### config.mk
export PLATFORM = sky130hd
export DESIGN_NAME = ci_issue_master_flat
export DESIGN_NICKNAME = d
export VERILOG_FILES = /design/src/rtl/ci_issue_master_pkg.sv /design/src/rtl/ci_issue_master_if.sv /design/src/rtl/ci_issue_master_wait_timer.sv /design/src/rtl/ci_issue_master.sv /design/src/flat_wrapper.sv
export SDC_FILE = /design/constraint.sdc
export NUM_CORES = 1
export LEC_CHECK = 0
export CAP_MARGIN = 0
export CORE_ASPECT_RATIO = 1.25
export CORE_UTILIZATION = 40
export DETAILED_ROUTE_END_ITERATION = 8
export GPL_TIMING_DRIVEN = 0
export PLACE_DENSITY = 0.83
export RECOVER_POWER = 50
export SLEW_MARGIN = 20
export SYNTH_ARGS = -nofsm -noshare
export SYNTH_HDL_FRONTEND = slang
export SYNTH_SLANG_ARGS = --single-unit
### constraint.sdc
create_clock -name clk -period 2.1 [get_ports clk]
set_input_delay 0.21 -clock clk [delete_from_list [all_inputs] [get_ports clk]]
set_output_delay 0.21 -clock clk [all_outputs]
set_load 0.1 [all_outputs]
### src/rtl/ci_issue_master_pkg.sv
// rtl/ci_issue_master_pkg.sv - shared state type and constants for the CI issue master
package ci_master_pkg;

    typedef enum logic [1:0] {
        IDLE  = 2'd0,
        ISSUE = 2'd1,
        WAIT  = 2'd2,
        RESP  = 2'd3
    } ci_state_e;

    localparam int CI_DATA_W             = 32;
    localparam int CI_TIMEOUT_CYCLES_DEF = 31;

endpackage

### src/rtl/ci_issue_master_if.sv
// rtl/ci_issue_master_if.sv - request/response/CI bus bundle with master and slave views
interface ci_issue_master_if
    import ci_master_pkg::*;
#(
    parameter int DATA_W = CI_DATA_W
);
    logic              req_valid;
    logic              req_ready;
    logic [DATA_W-1:0] req_dataa;
    logic [DATA_W-1:0] req_datab;
    logic              rsp_valid;
    logic              rsp_ready;
    logic [DATA_W-1:0] rsp_result;
    logic              rsp_timeout;
    logic              ci_clk_en;
    logic              ci_start;
    logic [DATA_W-1:0] ci_dataa;
    logic [DATA_W-1:0] ci_datab;
    logic [DATA_W-1:0] ci_result;
    logic              ci_done;

    modport master (
        input  req_valid, req_dataa, req_datab, rsp_ready, ci_result, ci_done,
        output req_ready, rsp_valid, rsp_result, rsp_timeout,
        output ci_clk_en, ci_start, ci_dataa, ci_datab
    );

    modport slave (
        output req_valid, req_dataa, req_datab, rsp_ready, ci_result, ci_done,
        input  req_ready, rsp_valid, rsp_result, rsp_timeout,
        input  ci_clk_en, ci_start, ci_dataa, ci_datab
    );
endinterface

### src/rtl/ci_issue_master_wait_timer.sv
// rtl/ci_issue_master_wait_timer.sv - counts WAIT cycles and flags the last cycle done is accepted
module ci_wait_timer
    import ci_master_pkg::*;
#(
    parameter int TIMEOUT_CYCLES = CI_TIMEOUT_CYCLES_DEF
) (
    input  logic clk,
    input  logic reset,
    input  logic clear_i,
    input  logic enable_i,
    output logic expired_o
);
    localparam int CNT_W = $clog2(TIMEOUT_CYCLES + 1);

    logic [CNT_W-1:0] cnt_q;

    // Counter holds k-1 in the k-th cycle after start, so expiry marks start+TIMEOUT_CYCLES.
    always_ff @(posedge clk) begin
        if (reset || clear_i) begin
            cnt_q <= '0;
        end else if (enable_i && !expired_o) begin
            cnt_q <= cnt_q + CNT_W'(1);
        end
    end

    assign expired_o = enable_i && (cnt_q == CNT_W'(TIMEOUT_CYCLES - 1));
endmodule

### src/rtl/ci_issue_master.sv
// rtl/ci_issue_master.sv - custom-instruction initiator; CI_TIMEOUT_EN enables the done timeout
module ci_issue_master
    import ci_master_pkg::*;
#(
    parameter int DATA_W         = CI_DATA_W,
    parameter int TIMEOUT_CYCLES = CI_TIMEOUT_CYCLES_DEF,
    parameter int STAT_W         = 16
) (
    input  logic              clk,
    input  logic              reset,
    ci_issue_master_if.master bus,
    output logic              busy,
    output logic [STAT_W-1:0] stat_count
);
    ci_state_e         state_q;
    logic              req_ready_q;
    logic              rsp_valid_q;
    logic              clk_en_q;
    logic              start_q;
    logic [DATA_W-1:0] dataa_q;
    logic [DATA_W-1:0] datab_q;
    logic [DATA_W-1:0] result_q;
    logic [STAT_W-1:0] stat_q;

`ifdef CI_TIMEOUT_EN
    logic timer_expired;
    logic timeout_q;

    ci_wait_timer #(
        .TIMEOUT_CYCLES(TIMEOUT_CYCLES)
    ) u_wait_timer (
        .clk      (clk),
        .reset    (reset),
        .clear_i  (state_q == ISSUE),
        .enable_i (state_q == WAIT),
        .expired_o(timer_expired)
    );

    assign bus.rsp_timeout = timeout_q;
`else
    logic unused_timeout_cfg;
    assign unused_timeout_cfg = (TIMEOUT_CYCLES != 0);
    assign bus.rsp_timeout    = 1'b0;
`endif

    // Control FSM; every bus output is a register updated on the transition into its state.
    always_ff @(posedge clk) begin
        if (reset) begin
            state_q     <= IDLE;
            req_ready_q <= 1'b1;
            rsp_valid_q <= 1'b0;
            clk_en_q    <= 1'b0;
            start_q     <= 1'b0;
            dataa_q     <= '0;
            datab_q     <= '0;
            result_q    <= '0;
            stat_q      <= '0;
`ifdef CI_TIMEOUT_EN
            timeout_q   <= 1'b0;
`endif
        end else begin
            case (state_q)
                IDLE: begin
                    if (bus.req_valid) begin
                        dataa_q     <= bus.req_dataa;
                        datab_q     <= bus.req_datab;
                        req_ready_q <= 1'b0;
                        start_q     <= 1'b1;
                        clk_en_q    <= 1'b1;
                        state_q     <= ISSUE;
                    end
                end
                ISSUE, WAIT: begin
                    // clk_en stays high until completion: the slave clears its latency count when it drops.
                    start_q <= 1'b0;
                    if (bus.ci_done) begin
                        result_q    <= bus.ci_result;
                        rsp_valid_q <= 1'b1;
                        clk_en_q    <= 1'b0;
                        state_q     <= RESP;
`ifdef CI_TIMEOUT_EN
                        timeout_q   <= 1'b0;
                    end else if (timer_expired) begin
                        result_q    <= '0;
                        timeout_q   <= 1'b1;
                        rsp_valid_q <= 1'b1;
                        clk_en_q    <= 1'b0;
                        state_q     <= RESP;
`endif
                    end else begin
                        state_q <= WAIT;
                    end
                end
                RESP: begin
                    if (bus.rsp_ready) begin
                        rsp_valid_q <= 1'b0;
                        req_ready_q <= 1'b1;
                        stat_q      <= stat_q + STAT_W'(1);
                        state_q     <= IDLE;
                    end
                end
                default: state_q <= IDLE;
            endcase
        end
    end

    assign bus.req_ready  = req_ready_q;
    assign bus.rsp_valid  = rsp_valid_q;
    assign bus.rsp_result = result_q;
    assign bus.ci_clk_en  = clk_en_q;
    assign bus.ci_start   = start_q;
    assign bus.ci_dataa   = dataa_q;
    assign bus.ci_datab   = datab_q;
    assign busy           = (state_q != IDLE);
    assign stat_count     = stat_q;
endmodule
### src/flat_wrapper.sv
// flat-port wrapper written by rule: the top's interface ports become plain ports
module ci_issue_master_flat import ci_master_pkg::*;
#(
    parameter int DATA_W         = CI_DATA_W,
    parameter int TIMEOUT_CYCLES = CI_TIMEOUT_CYCLES_DEF,
    parameter int STAT_W         = 16
)
  (clk, reset, busy, stat_count, bus_req_valid, bus_req_dataa, bus_req_datab, bus_rsp_ready, bus_ci_result, bus_ci_done, bus_req_ready, bus_rsp_valid, bus_rsp_result, bus_rsp_timeout, bus_ci_clk_en, bus_ci_start, bus_ci_dataa, bus_ci_datab);
  ci_issue_master_if #(.DATA_W(DATA_W)) bus_i ();
  input  logic clk;
  input  logic reset;
  output logic busy;
  output logic [STAT_W-1:0] stat_count;
  input wire logic [$bits(bus_i.req_valid)-1:0] bus_req_valid;
  input wire logic [$bits(bus_i.req_dataa)-1:0] bus_req_dataa;
  input wire logic [$bits(bus_i.req_datab)-1:0] bus_req_datab;
  input wire logic [$bits(bus_i.rsp_ready)-1:0] bus_rsp_ready;
  input wire logic [$bits(bus_i.ci_result)-1:0] bus_ci_result;
  input wire logic [$bits(bus_i.ci_done)-1:0] bus_ci_done;
  output wire logic [$bits(bus_i.req_ready)-1:0] bus_req_ready;
  output wire logic [$bits(bus_i.rsp_valid)-1:0] bus_rsp_valid;
  output wire logic [$bits(bus_i.rsp_result)-1:0] bus_rsp_result;
  output wire logic [$bits(bus_i.rsp_timeout)-1:0] bus_rsp_timeout;
  output wire logic [$bits(bus_i.ci_clk_en)-1:0] bus_ci_clk_en;
  output wire logic [$bits(bus_i.ci_start)-1:0] bus_ci_start;
  output wire logic [$bits(bus_i.ci_dataa)-1:0] bus_ci_dataa;
  output wire logic [$bits(bus_i.ci_datab)-1:0] bus_ci_datab;
  assign bus_i.req_valid = bus_req_valid;
  assign bus_i.req_dataa = bus_req_dataa;
  assign bus_i.req_datab = bus_req_datab;
  assign bus_i.rsp_ready = bus_rsp_ready;
  assign bus_i.ci_result = bus_ci_result;
  assign bus_i.ci_done = bus_ci_done;
  assign bus_req_ready = bus_i.req_ready;
  assign bus_rsp_valid = bus_i.rsp_valid;
  assign bus_rsp_result = bus_i.rsp_result;
  assign bus_rsp_timeout = bus_i.rsp_timeout;
  assign bus_ci_clk_en = bus_i.ci_clk_en;
  assign bus_ci_start = bus_i.ci_start;
  assign bus_ci_dataa = bus_i.ci_dataa;
  assign bus_ci_datab = bus_i.ci_datab;
  ci_issue_master #(.DATA_W(DATA_W), .TIMEOUT_CYCLES(TIMEOUT_CYCLES), .STAT_W(STAT_W)) u_core (.clk(clk), .reset(reset), .bus(bus_i), .busy(busy), .stat_count(stat_count));
endmodule
Word level (Yosys, flattened, before mapping) --
Cells that the tools add are included.
Word-level totals: output and inout bits 118, register bits 118, input bits 101, logic and storage cells 44
Cells by class: muxes and demuxes 14, add/sub/neg operators 1, equal/unequal tests 6, reductions and logical operators 14
Operators by type and width (count):
- $add A16 B1 Y16 const B | 1
- $reduce_and A2 Y1 | 5
- $reduce_and A3 Y1 | 3
- $pmux W1 S2 | 4
- $reduce_bool A2 Y1 | 4
- $mux W1 | 7
- $ne A2 B2 Y1 const B | 3
- $pmux W2 S3 | 1
- $eq A2 B2 Y1 const B | 2
- $mux W2 | 2
- $eq A2 B1 Y1 const B | 1
- $logic_not A2 Y1 | 1
- $reduce_or A2 Y1 | 1

Logic depth before layout (Yosys ltp) --
depth in word-level cells 4, depth in mapped cells 7, mapped depth without buffers 6

Worst setup path after synthesis --
Ideal clock, no wire load.
path kind reg-to-reg, start point reg u_core.stat_q[0] (netlist: u_core.stat_count[0]), end point reg u_core.stat_q[8] (netlist: u_core.stat_count[8]), period minus slack after synthesis 2.168 ns, data arrival time 2.101 ns, required time 2.033 ns, path buffers 0, library setup time 0.067 ns, path slack -0.068 ns, cell stages (with the launch flop) 6, cell sequence dfxtp_1 ha_1 nand4_1 or3_1 xor2_1 nor2_1
On the way: cells in the longest elaborated chain, start to end 1
RTL lines:
- start: declaration | RTL line ci_issue_master.sv:23 | logic [STAT_W-1:0] stat_q;
- start signal: assignment | RTL line ci_issue_master.sv:98 | stat_q <= stat_q + STAT_W'(1);
- $add A16 B1 Y16 | RTL line ci_issue_master.sv:98
Every way passes these cells. A chain may end at the register's enable or synchronous reset.

Worst setup path after layout --
start point reg u_core.dataa_q[13] (netlist: u_core.bus.ci_dataa[13]), end point out bus_ci_dataa[13]
RTL lines:
- start: declaration | RTL line ci_issue_master.sv:20 | logic [DATA_W-1:0] dataa_q;
- start signal: assignment | RTL line ci_issue_master.sv:65 | dataa_q <= bus.req_dataa;
- end: declaration | RTL line flat_wrapper.sv:26 | output wire logic [$bits(bus_i.ci_dataa)-1:0] bus_ci_dataa;
No word-level cell between the ends.

==> flow_metrics.env <==
export IMPL_status="finished, final reports clean"
export IMPL_drt_iter0_drc=172
export IMPL_end_kind="primary output"
export IMPL_netlist_instances=540
export IMPL_core_area_um2=10620
export IMPL_netlist_area_um2=4364
export IMPL_finalSetupViolCount=0
export IMPL_h_tree_depth=4
export IMPL_path_clk_slew_ns=0.05
export IMPL_skew_ns=0.01013
export IMPL_crit_path_max_fanout=2
export IMPL_pwr_share_seq_pct=26.5
export IMPL_nets=878
export IMPL_cts_buffers_inserted=17
export IMPL_seqCellArea_um2=2365
export IMPL_seq_area_frac_synth_pct=54.13
export IMPL_path_buf_inv=1
export IMPL_instances_no_fill=917
export IMPL_p_int_uw=5540
export IMPL_slew_headroom_pct=18.73
export IMPL_grt_overflow=0
export IMPL_nFillCells=920
export IMPL_multiInputGateArea_um2=1782
export IMPL_cp_start_kind="register"
export IMPL_drc=0
export IMPL_grt_max_degree=17
export IMPL_ctsLongestPathBuffers=2
export IMPL_max_vdd_ir_drop_uv=766.5
export IMPL_crit_family="buffers and inverters"
export IMPL_max_cap_viol_count=0
export IMPL_period_share_pct=98.31
export IMPL_cts_setup_buffers=0
export IMPL_timing_fmax_mhz=484.4
export IMPL_final_max_slew_viol_count=0
export IMPL_dieArea_um2=11330
export IMPL_worstPathRequired_ns=1.89
export IMPL_areaGrowthSynthToFinish_pct=57.17
export IMPL_drive_above_1_share_pct=6.369
export IMPL_leakagePower_uw=0.002822
export IMPL_gp_congestion=0.8109
export IMPL_rows=42
export IMPL_synth_area_top_cells="dfxtp_1 54%, nand2_1 17%, a21oi_1 12%"
export IMPL_p_comb_share_pct=46.2
export IMPL_drt_wirelength_per_cell_um=14.86
export IMPL_vias=4517
export IMPL_synth_cell_type_count=36
export IMPL_start_util_pct=41.11
export IMPL_top_usage_layer="met2"
export IMPL_finalSetupTns_ns=0
export IMPL_n_antenna_cell=0
export IMPL_p_clk_share_pct=27.3
export IMPL_drt_total_wl_um=13630
export IMPL_first_pass_iters=4
export IMPL_period_minus_slack_ns=2.064
export IMPL_max_stage_delay_ns=1.13
export IMPL_path_class="register to primary output"
export IMPL_rsz0062_at_grt="false"
export IMPL_met3_usage_pct=8.945
export IMPL_p_switching_uw=5330
export IMPL_antenna_left=0
export IMPL_path_cells="clkdlybuf4s50_1"
export IMPL_die_x_um=95.43
export IMPL_die_y_um=118.8
export IMPL_power_share_switching_pct=49.03
export IMPL_vias_per_cell=4.926
export IMPL_yosys_register_bits=118
export IMPL_dp_cells=887
export IMPL_yosys_area_top_type_share_pct=54.13
export IMPL_power_density_nw_per_um2=1585
export IMPL_tritoncts="yes"
export IMPL_grtUsageMet1_pct=24.49
export IMPL_grt_usage_pct=23.74
export IMPL_critical_path_slowest_cell="clkdlybuf4s50_1"
export IMPL_yosysWarnings=0
export IMPL_hold_class="input port to register"
export IMPL_regToRegSetupSlack_ns=0.18
export IMPL_critical_path_arrival_ns=1.85
export IMPL_dp_hpwl_um=9839
export IMPL_cts_root_buf="clkbuf_16"
export IMPL_yosysTopAreaCell="dfxtp_1"
export IMPL_boundaryPins=219
export IMPL_clock_sinks=118
export IMPL_finalHoldViolCount=0
export IMPL_clock_insertion_delay_worst_skew_ns=0.41
export IMPL_gr_usage_met2_pct=42.05
export IMPL_worst_slew_pin_slew_ns=1.224
export IMPL_syn_avg_cell_area_um2=8.082
export IMPL_io_buffers=215
export IMPL_syn_num_nets=644
export IMPL_grt_pass1_wl_um=20650
export IMPL_grt_pass1_vias=4407
export IMPL_antenna_found_initial=0
==> final timing paths <==
check / cells past startpoint / end / from
worst max-delay path: 1 / bus_ci_dataa[13] / u_core.bus.ci_dataa[13]$_SDFFE_PP0P_
worst max register to register: 6 / u_core.stat_count[13]$_SDFFE_PP0P_ / u_core.state_q[1]$_SDFFE_PP0P_
worst min-delay path: 3 / u_core.stat_count[1]$_SDFFE_PP0P_ / bus_rsp_ready
worst min register to register: 2 / u_core.bus.ci_dataa[9]$_SDFFE_PP0P_ / u_core.bus.ci_dataa[9]$_SDFFE_PP0P_
==> layout by cell type, fill, tap and decap left out, drive strengths merged <==
cell and count:
dfxtp 118, ha 3, mux2i 3, clkinvlp 2, nor3 3, nand4 6, dlygate4sd2 60, xnor2 7
nor2b 1, clkdlybuf4s50 99, a2bb2oi 1, xor2 5, nand2 202, clkbuf 99, buf 13, clkdlybuf4s15 1
and4 2, a21oi 104, o21ai 2, o21bai 2, conb 1, clkinv 4, nor4 4, nor2 17
nand3 5, or3 2, a31o 1, inv 9, a21o 1, a22oi 1, and2 2, nand2b 1
bufinv 4
==> timing repair <==
action,CTS,global route
hold buffers,0,0
pin swaps,0,0
resized for setup,71,47
setup endpoints to repair,69,47
==> state kept, by name, indices dropped and copies added, names as in the netlist <==
name / flops
u_core.bus.rsp_result: 32
u_core.bus.ci_dataa: 32
u_core.state_q: 2
u_core.stat_count: 16
u_core.bus.ci_clk_en: 1
u_core.bus.ci_start: 1
u_core.bus.rsp_valid: 1
u_core.bus.req_ready: 1
u_core.bus.ci_datab: 32
==> Yosys cell counts <==
cell,instances
xnor2_1,7
ha_1,3
nand3_4,1
and4_1,2
nand4_1,5
xor2_1,5
or3_1,1
a21o_2,1
buf_1,3
a22oi_1,1
nor4_4,1
nand4_4,1
nor2b_1,1
clkbuf_8,1
nor4_1,3
buf_4,1
conb_1,1
nand3_1,4
and2_1,2
mux2i_1,3
nor2_1,16
o21ai_0,2
o21bai_1,2
nor2_2,1
or3_2,1
inv_1,9
nor3_1,3
a21oi_1,104
a31o_2,1
clkbuf_1,20
buf_6,3
a2bb2oi_1,1
dfxtp_1,118
buf_2,9
nand2b_1,1
nand2_1,202
==> cells by family after synthesis <==
kind of cell               Yosys count  synth area share, %
buffers and inverters               46                5.046
AOI/OAI and AO/OA                  112                13.27
adders and majority gates            3               0.8602
muxes                                3               0.6881
xor gates and xnor gates            12                2.408
and+or+nand+nor                    245                23.51
DFF                                118                54.13
other                                1              0.08593
==> power groups by stage <==
stage                     combinational, µW  sequential, µW  clock (µW)
after global routing                   5250            2920        3120
after floorplan                        1220            5730           0
after global placement                 5310            2910           0
after detailed placement               5390            2930           0
final                                  5020            2880        2970
after CTS                              5250            2880        3000
==> routing by layer <==
metal	vias up	wire, µm	part of all wire [%]
li1	2217	-	-
met3	26	1047	7.7
met2	173	7196	53
met1	2101	5095	37
met4	0	287	2.1
met5	-	0	0
==> worst register-to-register path, delay by kind of cell (launching register included) <==
family | cells | cell delay (ns)
AOI/OAI and AO/OA | 2 | 0.26
buffers and inverters | 1 | 0.37
DFF | 1 | 0.35
adders and majority gates | 1 | 0.16
and+or+nand+nor | 2 | 0.64
==> through the flow <==
stage / hold WS (ns) / setup slack, ns / power (µW) / instance area, µm² / utilization [%]
finish: 0.1103 / 0.03551 / 10870 / 6859 / 64.62
floorplan: 0.3438 / 0.02691 / 6954 / 4367 / -
CTS: 0.09711 / 0.0003233 / 11130 / 7202 / 67.85
detailed placement: 0.4464 / 0.05552 / 8315 / 6684 / 62.97
global route: 0.1108 / 0.002528 / 11300 / 6859 / 64.62
global placement: 0.4410 / 0.07719 / 8212 / 6684 / 62.97
==> layout make-up <==
class / instances / area share (%)
Timing Repair Buffer: 215 / 25.28
Clock inverter: 10 / 2.262
Inverter: 9 / 0.4925
Clock buffer: 20 / 6.512
Multi-Input combinational cell: 376 / 25.98
Tap cell: 132 / 2.408
Buffer: 37 / 2.590
Sequential cell: 118 / 34.48
No activity file was read; power rests on OpenSTA's default activity.
